`src/rtl/conv_weight_loader_if.sv`:
```
// Weight-beat stream between a producer and conv_weight_loader (valid/ready, signed 8-bit beats).
interface conv_weight_loader_if;
  logic              s_valid;
  logic signed [7:0] s_data;
  logic              s_ready;

  modport master (output s_valid, output s_data, input  s_ready);
  modport slave  (input  s_valid, input  s_data, output s_ready);
endinterface

```
`src/rtl/conv_weight_loader.sv`:
```
// Run-time loadable 8x(3x3) weight store: streams filter-major weights into a 72-entry memory
// and serves a registered 1-cycle read port. Optional trailing checksum: CONV_WEIGHT_LOADER_CHECKSUM_EN.
module conv_weight_loader #(
  parameter  int unsigned NUM_FILTERS = 8,
  parameter  int unsigned KERNEL_TAPS = 9,
  localparam int unsigned DEPTH       = NUM_FILTERS * KERNEL_TAPS,
  localparam int unsigned AW          = $clog2(DEPTH),
  localparam int unsigned FW          = $clog2(NUM_FILTERS),
  localparam int unsigned TW          = $clog2(KERNEL_TAPS + 1),
  localparam int unsigned DW          = 8
) (
  input  logic                 clk,
  input  logic                 rst_n,
  input  logic                 load_start,
  conv_weight_loader_if.slave  s,
  input  logic [AW-1:0]        rd_addr,
  output logic signed [DW-1:0] rd_weight,
  output logic                 loading,
  output logic                 load_done,
  output logic                 load_error,
  output logic [FW-1:0]        wr_filter,
  output logic [TW-1:0]        wr_tap
);

`ifdef CONV_WEIGHT_LOADER_CHECKSUM_EN
  typedef enum logic [2:0] {IDLE, LOAD, DONE, CHECK, ERROR} state_t;
`else
  typedef enum logic [1:0] {IDLE, LOAD, DONE} state_t;
`endif

  state_t          state, state_nx;
  logic [FW-1:0]   filter_nx;
  logic [TW-1:0]   tap_nx;
  logic            ready;
  logic            hs;
  logic            wr_en;
  logic            restart;
  logic            last_beat;
  logic            busy_nx;
  logic [AW-1:0]   wr_addr;

  // Weight storage; not reset so trained weights survive rst_n. Simulation starts every entry at +1.
`ifdef SYNTHESIS
  logic [DW-1:0] mem [0:DEPTH-1];
`else
  logic [DW-1:0] mem [0:DEPTH-1] = '{default: DW'(1)};
`endif

`ifdef CONV_WEIGHT_LOADER_CHECKSUM_EN
  logic [DW-1:0] csum;
`endif

  assign s.s_ready = ready;
  assign hs        = s.s_valid && ready;
  assign last_beat = (wr_filter == FW'(NUM_FILTERS - 1)) && (wr_tap == TW'(KERNEL_TAPS - 1));
  assign wr_addr   = AW'(wr_filter) * AW'(KERNEL_TAPS) + AW'(wr_tap);

  // Next-state, write-index advance and write strobe.
  always_comb begin
    state_nx  = state;
    filter_nx = wr_filter;
    tap_nx    = wr_tap;
    wr_en     = 1'b0;
    restart   = 1'b0;
    busy_nx   = 1'b0;

    case (state)
      LOAD: begin
        if (hs) begin
          wr_en = 1'b1;
          if (wr_tap == TW'(KERNEL_TAPS - 1)) begin
            tap_nx    = '0;
            filter_nx = wr_filter + FW'(1);
          end else begin
            tap_nx = wr_tap + TW'(1);
          end
          if (last_beat) begin
`ifdef CONV_WEIGHT_LOADER_CHECKSUM_EN
            state_nx = CHECK;
`else
            state_nx = DONE;
`endif
          end
        end
      end
`ifdef CONV_WEIGHT_LOADER_CHECKSUM_EN
      CHECK: begin
        if (hs) begin
          state_nx = (s.s_data == csum) ? DONE : ERROR;
        end
      end
`endif
      default: begin
        if (load_start) begin
          restart   = 1'b1;
          state_nx  = LOAD;
          filter_nx = '0;
          tap_nx    = '0;
        end
      end
    endcase

`ifdef CONV_WEIGHT_LOADER_CHECKSUM_EN
    busy_nx = (state_nx == LOAD) || (state_nx == CHECK);
`else
    busy_nx = (state_nx == LOAD);
`endif
  end

  // State, indices and status flags; flags are registered decodes of the next state.
  always_ff @(posedge clk) begin
    if (!rst_n) begin
      state     <= IDLE;
      wr_filter <= '0;
      wr_tap    <= '0;
      ready     <= 1'b0;
      loading   <= 1'b0;
      load_done <= 1'b0;
    end else begin
      state     <= state_nx;
      wr_filter <= filter_nx;
      wr_tap    <= tap_nx;
      ready     <= busy_nx;
      loading   <= busy_nx;
      load_done <= (state_nx == DONE);
    end
  end

`ifdef CONV_WEIGHT_LOADER_CHECKSUM_EN
  // Running mod-256 sum of the accepted weights, compared against the trailing beat.
  always_ff @(posedge clk) begin
    if (!rst_n) begin
      csum       <= '0;
      load_error <= 1'b0;
    end else begin
      if (restart) begin
        csum <= '0;
      end else if (wr_en) begin
        csum <= csum + DW'(s.s_data);
      end
      load_error <= (state_nx == ERROR);
    end
  end
`else
  assign load_error = 1'b0;
`endif

  always_ff @(posedge clk) begin
    if (wr_en) begin
      mem[wr_addr] <= DW'(s.s_data);
    end
  end

  // Read-before-write falls out of the non-blocking update above.
  always_ff @(posedge clk) begin
    if (!rst_n) begin
      rd_weight <= '0;
    end else if (rd_addr < AW'(DEPTH)) begin
      rd_weight <= mem[rd_addr];
    end else begin
      rd_weight <= '0;
    end
  end

endmodule

```
`src/flat_wrapper.sv`:
```
// flat-port wrapper written by rule: the top's interface ports become plain ports
module conv_weight_loader_flat 
#(
  parameter  int unsigned NUM_FILTERS = 8,
  parameter  int unsigned KERNEL_TAPS = 9,
  localparam int unsigned DEPTH       = NUM_FILTERS * KERNEL_TAPS,
  localparam int unsigned AW          = $clog2(DEPTH),
  localparam int unsigned FW          = $clog2(NUM_FILTERS),
  localparam int unsigned TW          = $clog2(KERNEL_TAPS + 1),
  localparam int unsigned DW          = 8
)
  (clk, rst_n, load_start, rd_addr, rd_weight, loading, load_done, load_error, wr_filter, wr_tap, s_s_valid, s_s_data, s_s_ready);
  conv_weight_loader_if s_i ();
  input  logic clk;
  input  logic rst_n;
  input  logic load_start;
  input  logic [AW-1:0] rd_addr;
  output logic signed [DW-1:0] rd_weight;
  output logic loading;
  output logic load_done;
  output logic load_error;
  output logic [FW-1:0] wr_filter;
  output logic [TW-1:0] wr_tap;
  input wire logic [$bits(s_i.s_valid)-1:0] s_s_valid;
  input wire logic [$bits(s_i.s_data)-1:0] s_s_data;
  output wire logic [$bits(s_i.s_ready)-1:0] s_s_ready;
  assign s_i.s_valid = s_s_valid;
  assign s_i.s_data = s_s_data;
  assign s_s_ready = s_i.s_ready;
  conv_weight_loader #(.NUM_FILTERS(NUM_FILTERS), .KERNEL_TAPS(KERNEL_TAPS)) u_core (.clk(clk), .rst_n(rst_n), .load_start(load_start), .s(s_i), .rd_addr(rd_addr), .rd_weight(rd_weight), .loading(loading), .load_done(load_done), .load_error(load_error), .wr_filter(wr_filter), .wr_tap(wr_tap));
endmodule
```
`config.mk`:
```
export PLATFORM = sky130hd
export DESIGN_NAME = conv_weight_loader_flat
export DESIGN_NICKNAME = d
export VERILOG_FILES = /design/src/rtl/conv_weight_loader_if.sv /design/src/rtl/conv_weight_loader.sv /design/src/flat_wrapper.sv
export SDC_FILE = /design/constraint.sdc
export NUM_CORES = 1
export LEC_CHECK = 0
export ABC_CLOCK_PERIOD_IN_PS = 9000
export BUFFER_PORTS_ARGS = -buffer_cell sky130_fd_sc_hd__buf_2
export CORE_AREA = 3 3 284 286
export DETAILED_ROUTE_END_ITERATION = 7
export DIE_AREA = 0 0 287 289
export GPL_TIMING_DRIVEN = 0
export SLEW_MARGIN = 10
export SYNTH_ARGS = -nofsm -noshare
export SYNTH_HDL_FRONTEND = slang
export SYNTH_SLANG_ARGS = --single-unit
```
`constraint.sdc`:
```
create_clock -name clk -period 9 [get_ports clk]
set_clock_uncertainty 0.2 [all_clocks]
set_input_delay 1.8 -clock clk [delete_from_list [all_inputs] [get_ports clk]]
set_output_delay 1.8 -clock clk [all_outputs]
set_load 0.02 [all_outputs]
```
# Word level (Yosys, flattened, before mapping)
# Memory sizes are Yosys's and may differ from the RTL's. A register that Yosys moved wholly into a read port is not among the register bits.
# Cells that the tools add are included.
totals:
  input_bits: 19
  mem_count: 1
  ram_bits: 576
  ff_bits: 11
  output_inout_bits: 19
op_classes:
  add_sub_neg: 3
  order_cmp: 1
  reduce_logical: 7
  n_eq_ne: 7
  n_mux: 16
  n_mul: 1
memory_table:
  columns: ["memory", "depth", "width", "rd", "rd_ports_with_merged_regs", "wr", "line", "text"]
  rows:
  - ["u_core.mem", 72, 8, 1, 1, 1, "conv_weight_loader.sv:44", "logic [DW-1:0] mem [0:DEPTH-1];"]
ops:
  columns: ["cell", "n"]
  rows:
  - ["two-way mux 4 bit", 4]
  - ["two-way mux 3 bit", 4]
  - ["two-way mux 2 bit", 4]
  - ["adder 7 x 4 -> 7 bit", 1]
  - ["< comparator 7 bit, second input constant", 1]
  - ["multiplier 3 x 4 -> 7 bit, second input constant", 1]
  - ["adder 4 x 1 -> 4 bit, second input constant", 1]
  - ["equality test 2 x 1 -> 1 bit, second input constant", 2]
  - ["equality test 4 bit, second input constant", 1]
  - ["two-way mux 1 bit", 4]
  - ["inequality test 2 x 1 -> 1 bit, second input constant", 2]
  - ["AND reduction 2 bit", 2]
  - ["adder 3 x 1 -> 3 bit, second input constant", 1]
  - ["equality test 3 bit, second input constant", 1]
  - ["AND reduction 3 bit", 1]
  - ["equality test 2 bit, second input constant", 1]
  - ["logical AND 1 bit", 2]
  - ["nonzero test 2 bit", 1]
  - ["zero test 1 bit", 1]

# Logic depth before layout (Yosys ltp)
depth:
  depth_word: 6
  ltp_mapped: 9
  ltp_nobuf: 8

# Worst setup path before layout
# Ideal clock, no wire load.
synth_timing:
  path_kind: "in2reg"
  start: "in s_s_valid"
  end: "mem u_core.mem[71][0], enable pin"
  t_arrival_ns: 3.113
  stages: 6
  setup_slack_ns: 5.316
  path_cell_list: "and4b_1 > clkbuf_1 > and2_1 > clkbuf_1 > nand3_1 > nor2_1"
synth_via:
  elab_chain_cells: 5
synth_lines:
  columns: ["item", "line", "text"]
  rows:
  - ["start, declared", "flat_wrapper.sv:24", "input wire logic [$bits(s_i.s_valid)-1:0] s_s_valid;"]
  - ["logical AND 1 bit", "conv_weight_loader.sv:54", "assign hs = s.s_valid && ready;"]
  - ["two-way mux 1 bit", "conv_weight_loader.sv:69", "if (hs) begin"]
  - ["two-way mux 1 bit", "conv_weight_loader.sv:67", "case (state)"]
  - ["two-way mux 1 bit", "conv_weight_loader.sv:149", "if (wr_en) begin"]
  - ["two-way mux 1 bit (implied by the code)", "conv_weight_loader.sv:150", "mem[wr_addr] <= DW'(s.s_data);"]
  - ["end, declared", "conv_weight_loader.sv:44", null]
# No other way between the ends.

# Final worst setup path
layout_timing:
  start: "in rd_addr[2]"
  end: "reg u_core.rd_weight[3] (read register of u_core.mem)"
layout_via:
  elab_chain_cells: 3
layout_lines:
  columns: ["item", "line", "text"]
  rows:
  - ["start, declared", "flat_wrapper.sv:17", "input logic [AW-1:0] rd_addr;"]
  - ["< comparator 7 bit", "conv_weight_loader.sv:158", "end else if (rd_addr < AW'(DEPTH)) begin"]
  - ["AND reduction 2 bit (no source line)", null, null]
  - ["zero test 1 bit (no source line)", null, null]
  - ["end, declared", "conv_weight_loader.sv:17", "output logic signed [DW-1:0] rd_weight,"]
# Parallel ways exist; a longest one is shown, timed or not.
# A chain may end at the register's enable or synchronous reset.

==> metrics.csv <==
stage,metric,value,unit
detailed_routing,drc,0,
sta,maxSlewViolCount,0,
power_and_ir_drop,peakVddDrop,0.1224,mV
clocking,clockRootBuffer,clkbuf_16,
setup_path,crit_type,input pin to register,
setup_path,path_common_cell,buf_2,
detailed_routing,first_pass_iters,6,
finish,fin_util,34.21,%
logic_synthesis,synthSimpleGateAreaFrac,4.131,%
logic_synthesis,synth_top_family_by_area,multiplexers,
finish,seq_area,0.01768,mm^2
finish,drive_gt1_share,23.59,%
finish,diodes,0,
sta,worstMarginPinSlew,1.235,ns
setup_path,cp_slowest_cell,mux2i_1,
clocking,clockBufferDepth,3,
die,core,0.07861,mm^2
clocking,cts-resized-gates,0,
global_route,antenna_found_initial,3,
sta,fmax,213.9,MHz
setup_path,cp_max_fo,10,
clocking,cts-buffers-inserted,60,
logic_synthesis,synth_largest_area_cell,edfxtp_1,
logic_synthesis,synth_ff_type,edfxtp_1,
setup_path,endpoint_kind,register,
global_route,track_usage,15.10,%
clocking,clock_latency,0.62,ns
die,rows,103,
detailed_routing,viasPerCell,5.117,
detailed_routing,num_vias,12075,
detailed_routing,drt-total-wl,62.99,mm
setup_path,required,9.25,ns
hold_path,min_path_type,register to register,
global_route,grt_pass1_wl,89.31,mm
placed_design,place_worst_setup_slack,3.956,ns
detailed_routing,wire_per_inst,26.69,um
power_and_ir_drop,fin_total_pwr,0.005738,W
sta,rsz0062_at_grt,false,
die,start_util,29.90,%
sta,finalSetupTns,0,ns
global_route,overflow,0,
sta,setup_violations,0,
flow_run,drv_cap,0,
setup_path,path_cells,buf_2 -> buf_2 -> buf_2 -> buf_2 -> mux2i_1 -> o32ai_1 -> nor3_1 -> o31ai_1,
clocking,htree_levels,2,
global_route,grt_max_degree,73,
logic_synthesis,yosysWarningCount,0,
die,dieHeight,289,um
logic_synthesis,synthMuxAreaShare,14.96,%
sta,hold_viol_final,0,
logic_synthesis,synth.area.top_cells,"edfxtp_1 74%, mux4_2 13%, dfxtp_1 1.6%",
detailed_routing,final_antenna_net_count,0,
logic_synthesis,synth_area,0.02351,mm^2
finish,nFillCells,7401,
logic_synthesis,ys_types,59,
clocking,cts_tree,done,
clocking,cts.sinks,595,
placed_design,hpwl,40.16,mm
global_route,grt_pass1_vias,12285,
die,die_x,287,um
placed_design,portBuffers,32,
finish,multi_input_comb_area,0.005466,mm^2
sta,fin_ws,4.324,ns
die,dieArea,0.08294,mm^2
die,pin_count,38,
clocking,hold_buffers,0,
detailed_routing,drtIter0Drc,1653,
placed_design,place_congestion,0.8777,
sta,relSlewSlack,16.62,%
outcome,outcome,"complete, no violations",
logic_synthesis,syn_inst,1167,
logic_synthesis,synthArstFlopShare,0,%
logic_synthesis,synth.avg_cell_area,20.14,um^2
logic_synthesis,synth-xor-area-share,0.1863,%
logic_synthesis,synth.ff_latch_count,595,
logic_synthesis,synthAdderAreaFrac,0.7239,%
logic_synthesis,synth_fp_nets,1199,
logic_synthesis,ys_seq_area_share,75.20,%
finish,fin_nets,1294,
clocking,path_clk_slew,0.06,ns
setup_path,cpPeakStageDelay,0.67,ns
setup_path,cp_data_arrival_time,4.92,ns
sta,period_needed,4.676,ns
finish,area_growth,14.39,%
logic_synthesis,synth-edff-count,576,
logic_synthesis,synth_compound_area_share,3.242,%
power_and_ir_drop,cellPowerDensity,213.4,mW/mm^2
sta,fin_crit_sh,51.95,%
power_and_ir_drop,p_leak,8.383,nW
clocking,post_cts_buffers,0,
logic_synthesis,yosys.area.top_type_share,73.58,%
setup_path,start_kind,input pin,
worst max-delay path, delay by kind of cell:
family	cells	cell delay [ns]
AND/OR/NAND/NOR	1	0.48
AO/OA/AOI/OAI	2	0.43
multiplexers	1	0.67
buffers and inverters	4	1.51
power by group:
part           internal [W]  leakage [nW]  switching, W  total (W)
registers           0.00304          5.33    0.00000239    0.00304
clock network       0.00137         0.913       0.00103    0.00240
logic             0.0000986          2.14      0.000196   0.000295
total               0.00451          8.38       0.00123    0.00574
flip-flops by register name, indices dropped and copies added (netlist names):
signal            count
u_core.load_done      1
u_core.mem          576
u_core.rd_weight      8
u_core.s.s_ready      1
u_core.state          2
u_core.wr_filter      3
u_core.wr_tap         4
routing by layer:
metal  wire, um  global-route usage [%]  up-vias
li1           -                       -     5020
met1      25140                   19.59     6362
met2      29620                   24.00      573
met3       5831                   4.327      118
met4       2291                   5.754        2
met5        105                  0.9302        -
cell families after synthesis:
| family | Yosys count |
|---|---|
| mux | 178 |
| fa+ha+maj | 13 |
| simple gates | 209 |
| xor+xnor | 5 |
| buf+inv | 62 |
| other cells | 1 |
| compound gates | 104 |
| flops | 595 |
cell type report:
cell class | instances | share of cell area, %
buffer | 55 | 1.252
multi-input combinational | 510 | 20.33
sequential | 595 | 65.74
clock inverter | 33 | 0.9818
clock buffer | 77 | 5.979
timing repair buffer | 33 | 0.7352
inverter | 7 | 0.09772
tap | 1050 | 4.886
stage by stage:
stage	std cells	instance area, um^2	hold slack (ns)
finish	2360	26890	0.3265
global placement	2249	24980	0.3229
detailed placement	2250	25000	0.3143
global route	2360	26890	0.3585
floorplan	1167	23510	0.3169
CTS	2360	26870	0.3274
cells in the mapped netlist (3+ instances only):
| master | n |
|---|---|
| a2111oi_0 | 3 |
| a21oi_1 | 13 |
| a22o_1 | 8 |
| buf_2 | 17 |
| nor3b_1 | 3 |
| nor4_1 | 3 |
| mux2_2 | 16 |
| and3_1 | 4 |
| a31oi_1 | 8 |
| a311oi_1 | 3 |
| buf_6 | 6 |
| xnor2_1 | 4 |
| nand4_1 | 5 |
| a22oi_1 | 13 |
| o21ai_0 | 6 |
| nand3_1 | 17 |
| nor3_1 | 9 |
| buf_4 | 17 |
| mux2i_1 | 25 |
| mux4_2 | 137 |
| clkbuf_1 | 14 |
| nor2_1 | 90 |
| nor2b_1 | 22 |
| ha_1 | 12 |
| nand2b_1 | 9 |
| edfxtp_1 | 576 |
| o211ai_1 | 11 |
| a21o_1 | 5 |
| inv_1 | 7 |
| nand2_1 | 38 |
| o22ai_1 | 12 |
| dfxtp_1 | 19 |
cells in the final DEF (no fill, tap or decap), drive strengths merged, types with 9 or more instances in the layout:
cell	netlist	layout
a21oi	13	13
a22oi	13	13
buf	41	74
clkbuf	14	91
clkinv	0	26
dfxtp	19	19
edfxtp	576	576
ha	12	12
mux2	16	16
mux2i	25	25
mux4	137	137
nand2	38	38
nand2b	9	9
nand3	17	17
nor2	90	90
nor2b	22	22
nor3	9	9
o211ai	11	11
o22ai	12	12
path summary, 6_finish.rpt:
check,start,end,slack (ns),cells past startpoint
min,u_core.wr_tap[3],u_core.wr_tap[3],0.33,1
min reg2reg,u_core.wr_tap[3],u_core.wr_tap[3],0.33,1
max reg2reg,u_core.wr_filter[1],u_core.mem[41][6],4.56,8
max,rd_addr[2],u_core.rd_weight[3],4.32,8
No activity file was read; power rests on OpenSTA's default activity.
